**src/rtl/led_scan_pkg.sv**
```systemverilog
// Shared types and defaults for the LED-matrix row-scan receive path.
package led_scan_pkg;

    localparam int unsigned ROWS_DEF = 16;
    localparam int unsigned COLS_DEF = 16;

    // Same plane shape as the grid / LED driver side.
    typedef logic [15:0][15:0] pixel_plane_t;

    typedef enum logic [1:0] {
        SYNC,
        ASSEMBLE,
        PUBLISH
    } rx_state_t;

endpackage

```
**src/rtl/scan_hold_qualifier.sv**
```systemverilog
// Registers the scanned {row, red, green} tuple and accepts a row once it has
// been stable and valid for MIN_HOLD consecutive cycles.
module scan_hold_qualifier #(
    parameter int unsigned RW       = 4,
    parameter int unsigned COLS     = 16,
    parameter int unsigned MIN_HOLD = 4
) (
    input  logic            i_clk,
    input  logic            i_rst,
    input  logic            i_valid,
    input  logic [RW-1:0]   i_row,
    input  logic [COLS-1:0] i_red,
    input  logic [COLS-1:0] i_grn,
    output logic            o_accept,
    output logic [RW-1:0]   o_row,
    output logic [COLS-1:0] o_red,
    output logic [COLS-1:0] o_grn
);

    localparam logic [7:0] HOLD = 8'(MIN_HOLD);

    logic                   r_prev_valid;
    logic [RW+2*COLS-1:0]   r_prev_tuple;
    logic [7:0]             r_cnt;

    logic [RW+2*COLS-1:0]   w_tuple;
    logic                   w_reload;
    logic [7:0]             w_cnt_next;
    logic                   w_accept;

    assign w_tuple  = {i_row, i_red, i_grn};
    assign w_reload = i_valid && (!r_prev_valid || (w_tuple != r_prev_tuple));

    // Hold counter next value; acceptance fires only on the step that reaches HOLD.
    always_comb begin
        w_cnt_next = r_cnt;
        w_accept   = 1'b0;
        if (!i_valid) begin
            w_cnt_next = '0;
        end else if (w_reload) begin
            w_cnt_next = 8'd1;
            w_accept   = (HOLD == 8'd1);
        end else if (r_cnt < HOLD) begin
            w_cnt_next = r_cnt + 8'd1;
            w_accept   = (r_cnt == HOLD - 8'd1);
        end
    end

    // Previous-cycle tuple and counter registers.
    always_ff @(posedge i_clk or posedge i_rst) begin
        if (i_rst) begin
            r_prev_valid <= 1'b0;
            r_prev_tuple <= '0;
            r_cnt        <= '0;
        end else begin
            r_prev_valid <= i_valid;
            r_prev_tuple <= w_tuple;
            r_cnt        <= w_cnt_next;
        end
    end

    assign o_accept = w_accept;
    assign o_row    = i_row;
    assign o_red    = i_red;
    assign o_grn    = i_grn;

endmodule

```
**src/rtl/led_scan_receiver.sv**
```systemverilog
// Row-scan receiver: reassembles qualified rows 0..ROWS-1 into a shadow frame
// and publishes complete red/green planes with a one-cycle frame_done pulse.
module led_scan_receiver
    import led_scan_pkg::*;
#(
    parameter int unsigned ROWS     = ROWS_DEF,
    parameter int unsigned COLS     = COLS_DEF,
    parameter int unsigned MIN_HOLD = 4
) (
    input  logic                      clk,
    input  logic                      reset,
    input  logic                      scan_valid,
    input  logic [$clog2(ROWS)-1:0]   scan_row,
    input  logic [COLS-1:0]           scan_red,
    input  logic [COLS-1:0]           scan_grn,
    output logic [ROWS-1:0][COLS-1:0] red_frame,
    output logic [ROWS-1:0][COLS-1:0] grn_frame,
    output logic                      frame_done,
    output logic [15:0]               frame_count,
    output logic                      seq_error,
    output logic                      busy
);

    localparam int unsigned RW = $clog2(ROWS);
    localparam logic [RW-1:0] LAST_ROW = RW'(ROWS - 1);

    logic            w_acc;
    logic [RW-1:0]   w_row;
    logic [COLS-1:0] w_red;
    logic [COLS-1:0] w_grn;

    scan_hold_qualifier #(
        .RW       (RW),
        .COLS     (COLS),
        .MIN_HOLD (MIN_HOLD)
    ) u_qual (
        .i_clk    (clk),
        .i_rst    (reset),
        .i_valid  (scan_valid),
        .i_row    (scan_row),
        .i_red    (scan_red),
        .i_grn    (scan_grn),
        .o_accept (w_acc),
        .o_row    (w_row),
        .o_red    (w_red),
        .o_grn    (w_grn)
    );

    rx_state_t                 r_state, w_state_next;
    logic [RW-1:0]             r_exp, w_exp_next;
    logic [ROWS-1:0][COLS-1:0] r_shadow_red, r_shadow_grn;
    logic [ROWS-1:0][COLS-1:0] r_red_frame, r_grn_frame;
    logic                      r_done;
    logic [15:0]               r_count;
    logic                      r_err;

    // An acceptance landing in PUBLISH (or behind another pending one) is
    // parked for one slot so the FSM sees it on the following cycle.
    logic            r_pend;
    logic [RW-1:0]   r_pend_row;
    logic [COLS-1:0] r_pend_red, r_pend_grn;

    logic            w_ev;
    logic [RW-1:0]   w_ev_row;
    logic [COLS-1:0] w_ev_red, w_ev_grn;
    logic            w_defer;
    logic            w_wr, w_err, w_pub;

    assign w_ev     = (r_state != PUBLISH) && (r_pend || w_acc);
    assign w_ev_row = r_pend ? r_pend_row : w_row;
    assign w_ev_red = r_pend ? r_pend_red : w_red;
    assign w_ev_grn = r_pend ? r_pend_grn : w_grn;
    assign w_defer  = w_acc && ((r_state == PUBLISH) || r_pend);

    // Next-state, expected-row and datapath strobes.
    always_comb begin
        w_state_next = r_state;
        w_exp_next   = r_exp;
        w_wr         = 1'b0;
        w_err        = 1'b0;
        w_pub        = 1'b0;
        case (r_state)
            SYNC: begin
                if (w_ev && (w_ev_row == '0)) begin
                    w_wr         = 1'b1;
                    w_exp_next   = RW'(1);
                    w_state_next = ASSEMBLE;
                end
            end
            ASSEMBLE: begin
                if (w_ev) begin
                    if (w_ev_row == r_exp) begin
                        w_wr = 1'b1;
                        if (w_ev_row == LAST_ROW) begin
                            w_exp_next   = '0;
                            w_state_next = PUBLISH;
                        end else begin
                            w_exp_next = r_exp + RW'(1);
                        end
                    end else if (w_ev_row == r_exp - RW'(1)) begin
                        w_wr = 1'b1;
                    end else begin
                        w_err = 1'b1;
                        if (w_ev_row == '0) begin
                            w_wr       = 1'b1;
                            w_exp_next = RW'(1);
                        end else begin
                            w_exp_next   = '0;
                            w_state_next = SYNC;
                        end
                    end
                end
            end
            PUBLISH: begin
                w_pub        = 1'b1;
                w_exp_next   = '0;
                w_state_next = SYNC;
            end
            default: begin
                w_exp_next   = '0;
                w_state_next = SYNC;
            end
        endcase
    end

    // State and expected-row registers.
    always_ff @(posedge clk or posedge reset) begin
        if (reset) begin
            r_state <= SYNC;
            r_exp   <= '0;
        end else begin
            r_state <= w_state_next;
            r_exp   <= w_exp_next;
        end
    end

    // Deferred-acceptance slot.
    always_ff @(posedge clk or posedge reset) begin
        if (reset) begin
            r_pend     <= 1'b0;
            r_pend_row <= '0;
            r_pend_red <= '0;
            r_pend_grn <= '0;
        end else if (w_defer) begin
            r_pend     <= 1'b1;
            r_pend_row <= w_row;
            r_pend_red <= w_red;
            r_pend_grn <= w_grn;
        end else if (r_state != PUBLISH) begin
            r_pend <= 1'b0;
        end
    end

    // Shadow buffer, published planes, frame counter and sticky error.
    always_ff @(posedge clk or posedge reset) begin
        if (reset) begin
            r_shadow_red <= '0;
            r_shadow_grn <= '0;
            r_red_frame  <= '0;
            r_grn_frame  <= '0;
            r_done       <= 1'b0;
            r_count      <= '0;
            r_err        <= 1'b0;
        end else begin
            if (w_wr) begin
                r_shadow_red[w_ev_row] <= w_ev_red;
                r_shadow_grn[w_ev_row] <= w_ev_grn;
            end
            if (w_pub) begin
                r_red_frame <= r_shadow_red;
                r_grn_frame <= r_shadow_grn;
                r_count     <= r_count + 16'd1;
            end
            r_done <= w_pub;
            if (w_err) begin
                r_err <= 1'b1;
            end
        end
    end

    assign red_frame   = r_red_frame;
    assign grn_frame   = r_grn_frame;
    assign frame_done  = r_done;
    assign frame_count = r_count;
    assign seq_error   = r_err;
    assign busy        = (r_state == ASSEMBLE);

endmodule

```
**config.mk**
```make
export PLATFORM = sky130hd
export DESIGN_NAME = led_scan_receiver
export DESIGN_NICKNAME = d
export VERILOG_FILES = /design/src/rtl/led_scan_pkg.sv /design/src/rtl/scan_hold_qualifier.sv /design/src/rtl/led_scan_receiver.sv
export SDC_FILE = /design/constraint.sdc
export NUM_CORES = 2
export LEC_CHECK = 0
export ABC_AREA = 1
export CAP_MARGIN = 20
export CORE_UTILIZATION = 40
export DETAILED_ROUTE_END_ITERATION = 8
export PLACE_DENSITY = 0.69
export REMOVE_ABC_BUFFERS = 1
export SETUP_SLACK_MARGIN = 0.3
export SKIP_LAST_GASP = 1
export SYNTH_ARGS = -nofsm -noshare
export SYNTH_HDL_FRONTEND = slang
export SYNTH_HIERARCHICAL = 1
export SYNTH_SLANG_ARGS = --single-unit
```
**constraint.sdc**
```tcl
create_clock -name clk -period 88.4 [get_ports clk]
set_clock_uncertainty 0.05 [all_clocks]
set_input_delay 17.68 -clock clk [delete_from_list [all_inputs] [get_ports clk]]
set_output_delay 17.68 -clock clk [all_outputs]
set_load 0.005 [all_outputs]
```
==> results by group <==
Status
  – Status: completed

Yosys
  – Register area share after synthesis: 0.6293
  – Avg Inst Size Synth: 8.636 um2
  – Mapped Cells: 5,203
  – Yosys warns: 6
  – Mapped cell area: 44,940 um2
  – Synth Register Bits: 1,130
  – Synth cell types: 33

Clocking
  – Clk slew on worst S/H paths: 0.06 ns
  – Clock sinks: 1,130
  – Number of hold buffers added after cts: 0
  – CTS H-tree lvls: 3
  – Total CTS buffers: 116
  – Postcts setup bufs: 0
  – TritonCTS clock tree: yes
  – Latest clock arrival within the worst-skew pair: 0.71 ns
  – Resized Gates After CTS: 0
  – Clock Tree Root: clkbuf_16
  – CTS max path bufs: 3

Floorplan
  – Die area: 113,700 um2
  – Die height: 337.2 um
  – Core area: 111,000 um2
  – Die width: 337.2 um
  – Starting Density: 0.4049
  – IO Count: 570
  – Row Count: 122

Drt
  – Vias: 36,375
  – DR DRC count: 0
  – Routed WL: 147.0 mm
  – Routed wl met3: 8.327 mm
  – Post-DRT Antenna Nets: 0
  – M1 wire length: 61.96 mm
  – DRT Pass-1 Iters: 5
  – Metal2 WL: 70.52 mm
  – Drt initial violations: 3,609
  – DR top layer: met4
  – Avg WL per Cell: 20.42 um
  – Via-to-Cell Ratio: 5.055

Timing
  – Tcrit/Tclk final: 0.2555
  – Fmax: 44.27 MHz
  – Relative slew slack: 0.2372
  – Setup_tns: 0 ns
  – WHS: 0.4144 ns
  – RSZ-0062 raised after global routing: no
  – Slew Viols, Final: 0
  – Min cycle time layout: 22.59 ns
  – # setup viols final: 0
  – Final Hold Viols: 0
  – Measured slew at the worst slew-check pin: 1.144 ns

Layout
  – P&R area growth vs syn: 24.39%
  – Core Util, Final: 0.5037
  – Share of post-route cells with drive strength above 1: 0.06171
  – NumNets Final: 5,650
  – Register area: 28,280 um2
  – Area taken by multi-input logic gates: 14,850 um2
  – Cell area after layout: 55,900 um2
  – Non-filler cells, final: 7,196
  – Layout fillers: 10,353

Setup path
  – Cell mode on critical path: nand2_1
  – Crit Path Max Fanout: 131
  – Required time of the critical path: 88.93 ns
  – Startpoint class of the critical path: primary input
  – Critical path cell sequence: clkdlybuf4s50_1, inv_1, nand2_1, nand2_1, nand2_1, nor2_4, buf_4, nand3_1, nand2_8, buf_4, nand2_2, nand2_1, nand2_1
  – Kind of critical path: primary input to flop
  – Crit path largest cell delay: 0.93 ns
  – Critical path endpoint category: flop
  – Worst Path Arrival: 23.12 ns
  – Critical Path Slowest Stage Cell: nand2_2

Power and ir drop
  – VDD IR max: 0.01643 mV
  – Power density cells: 19.07 nW/um2
  – Pleak: 30.12 nW

Global route
  – Total GRT Usage: 0.2570
  – Initial antenna violation count: 5
  – GRT Residual Overflow: 0
  – First-pass GRT wire length: 220.9 mm
  – Vias in the first global route: 35,369
  – Largest net degree at the start of global routing: 219

Place
  – Number of buffers added on ports: 569
  – HPWL after DPL: 89.41 mm
  – Placed Area: 51,780 um2
  – GPL Wtd Cong: 0.8415
  – Cell Count Post-Placement: 6,974

Worst hold path
  – Min-Delay Path Class: flop to flop

Flow run
  – # Max-Cap Violations: 0
==> cells by family after synthesis <==
kind of cell | after synthesis | share of synthesized area
and+or+nand+nor | 3474 | 0.3076
DFF | 1130 | 0.6293
buffers and inverters | 482 | 0.04672
AOI/OAI and AO/OA | 89 | 0.01058
xor gates and xnor gates | 24 | 0.004678
adders and majority gates | 4 | 0.001114
==> flip-flops by register name, indices dropped and copies added (netlist names) <==
name / flops
r_pend_red: 16
u_qual/r_cnt: 8
r_exp: 4
r_shadow_grn: 256
red_frame: 256
grn_frame: 256
r_pend_grn: 16
frame_done: 1
seq_error: 1
r_pend_row: 4
r_state: 2
r_shadow_red: 256
r_pend: 1
u_qual/r_prev_tuple: 36
frame_count: 16
u_qual/r_prev_valid: 1
==> metal layers <==
metal  vias to the layer above  GRT usage
met2                      1245     0.4184
li1                      16861          -
met4                         0     0.1098
met5                         -          0
met1                     17995     0.3444
met3                       274    0.03528
==> path summary, 6_finish.rpt <==
path                             startpoint                 endpoint  slack (ns)  depth (start not counted)
max                             scan_row[0]        r_shadow_grn[186]       65.81                         13
min                        r_shadow_grn[75]            grn_frame[75]        0.41                          2
max reg2reg                          r_pend        r_shadow_grn[186]       81.99                         12
min reg2reg                r_shadow_grn[75]            grn_frame[75]        0.41                          2
max in group asynchronous             reset            grn_frame[30]       67.43                          5
min in group asynchronous             reset  u_qual/r_prev_tuple[29]       17.34                          2
==> metrics by stage <==
| step | worst slack [ns] | power, mW |
|---|---|---|
| finish | 65.81 | 1.066 |
| global route | 65.40 | 1.097 |
| CTS | 65.92 | 1.074 |
| detailed placement | 65.18 | 0.5605 |
| global placement | 65.32 | 0.5600 |
| floorplan | 40.12 | 0.5445 |
==> area by class of cell <==
| class | instances | area share |
|---|---|---|
| multi-input cells | 3591 | 0.2657 |
| clock inverters | 48 | 0.01072 |
| diodes | 4 | 0.0001791 |
| inverters | 130 | 0.008998 |
| well taps | 1488 | 0.03331 |
| flip-flops and latches | 1130 | 0.5059 |
| repair buffers | 638 | 0.1137 |
| clock buffers | 167 | 0.06149 |
==> worst max-delay path: cells and delay by family <==
| kind | cells | cell delay, ns |
|---|---|---|
| buffers and inverters | 4 | 1.93 |
| AND/OR/NAND/NOR | 9 | 3.33 |
==> cells in the mapped netlist, drive strengths merged <==
| cell | number | share of area |
|---|---|---|
| nand2 | 2828 | 0.24 |
| dfrtp | 1130 | 0.63 |
| nand3 | 539 | 0.060 |
| clkbuf | 209 | 0.017 |
| buf | 143 | 0.018 |
| inv | 129 | 0.011 |
| nor2 | 82 | 0.0072 |
| o21ai | 79 | 0.0088 |
| xor2 | 13 | 0.0025 |
| xnor2 | 11 | 0.0021 |
| nand4 | 10 | 0.0014 |
| nor3 | 8 | 0.0012 |
| a21oi | 5 | 0.00097 |
| ha | 4 | 0.0011 |
| or2 | 3 | 0.00042 |
| nand3b | 2 | 0.00033 |
| o22ai | 2 | 0.00028 |
| a21boi | 1 | 0.00017 |
| a31o | 1 | 0.00019 |
| and3 | 1 | 0.00014 |
| clkinv | 1 | 0.000083 |
| nor3b | 1 | 0.00017 |
| o31ai | 1 | 0.00017 |
==> where the power goes <==
group / switching [mW] / internal (mW) / total (mW)
logic: 0.0266 / 0.00575 / 0.0324
clock network: 0.210 / 0.305 / 0.515
registers: 0.000452 / 0.518 / 0.519
total: 0.237 / 0.828 / 1.07
==> layout by cell type, fill, tap and decap left out, drive strengths merged, types with 7 or more instances in the layout <==
| master | count |
|---|---|
| nand2 | 2828 |
| dfrtp | 1130 |
| clkdlybuf4s50 | 569 |
| nand3 | 539 |
| clkbuf | 167 |
| inv | 134 |
| nor2 | 82 |
| o21ai | 79 |
| buf | 69 |
| clkinv | 25 |
| xor2 | 13 |
| bufinv | 12 |
| xnor2 | 11 |
| nand4 | 10 |
| nor3 | 8 |
| clkinvlp | 7 |
No activity file was read; power rests on OpenSTA's default activity.
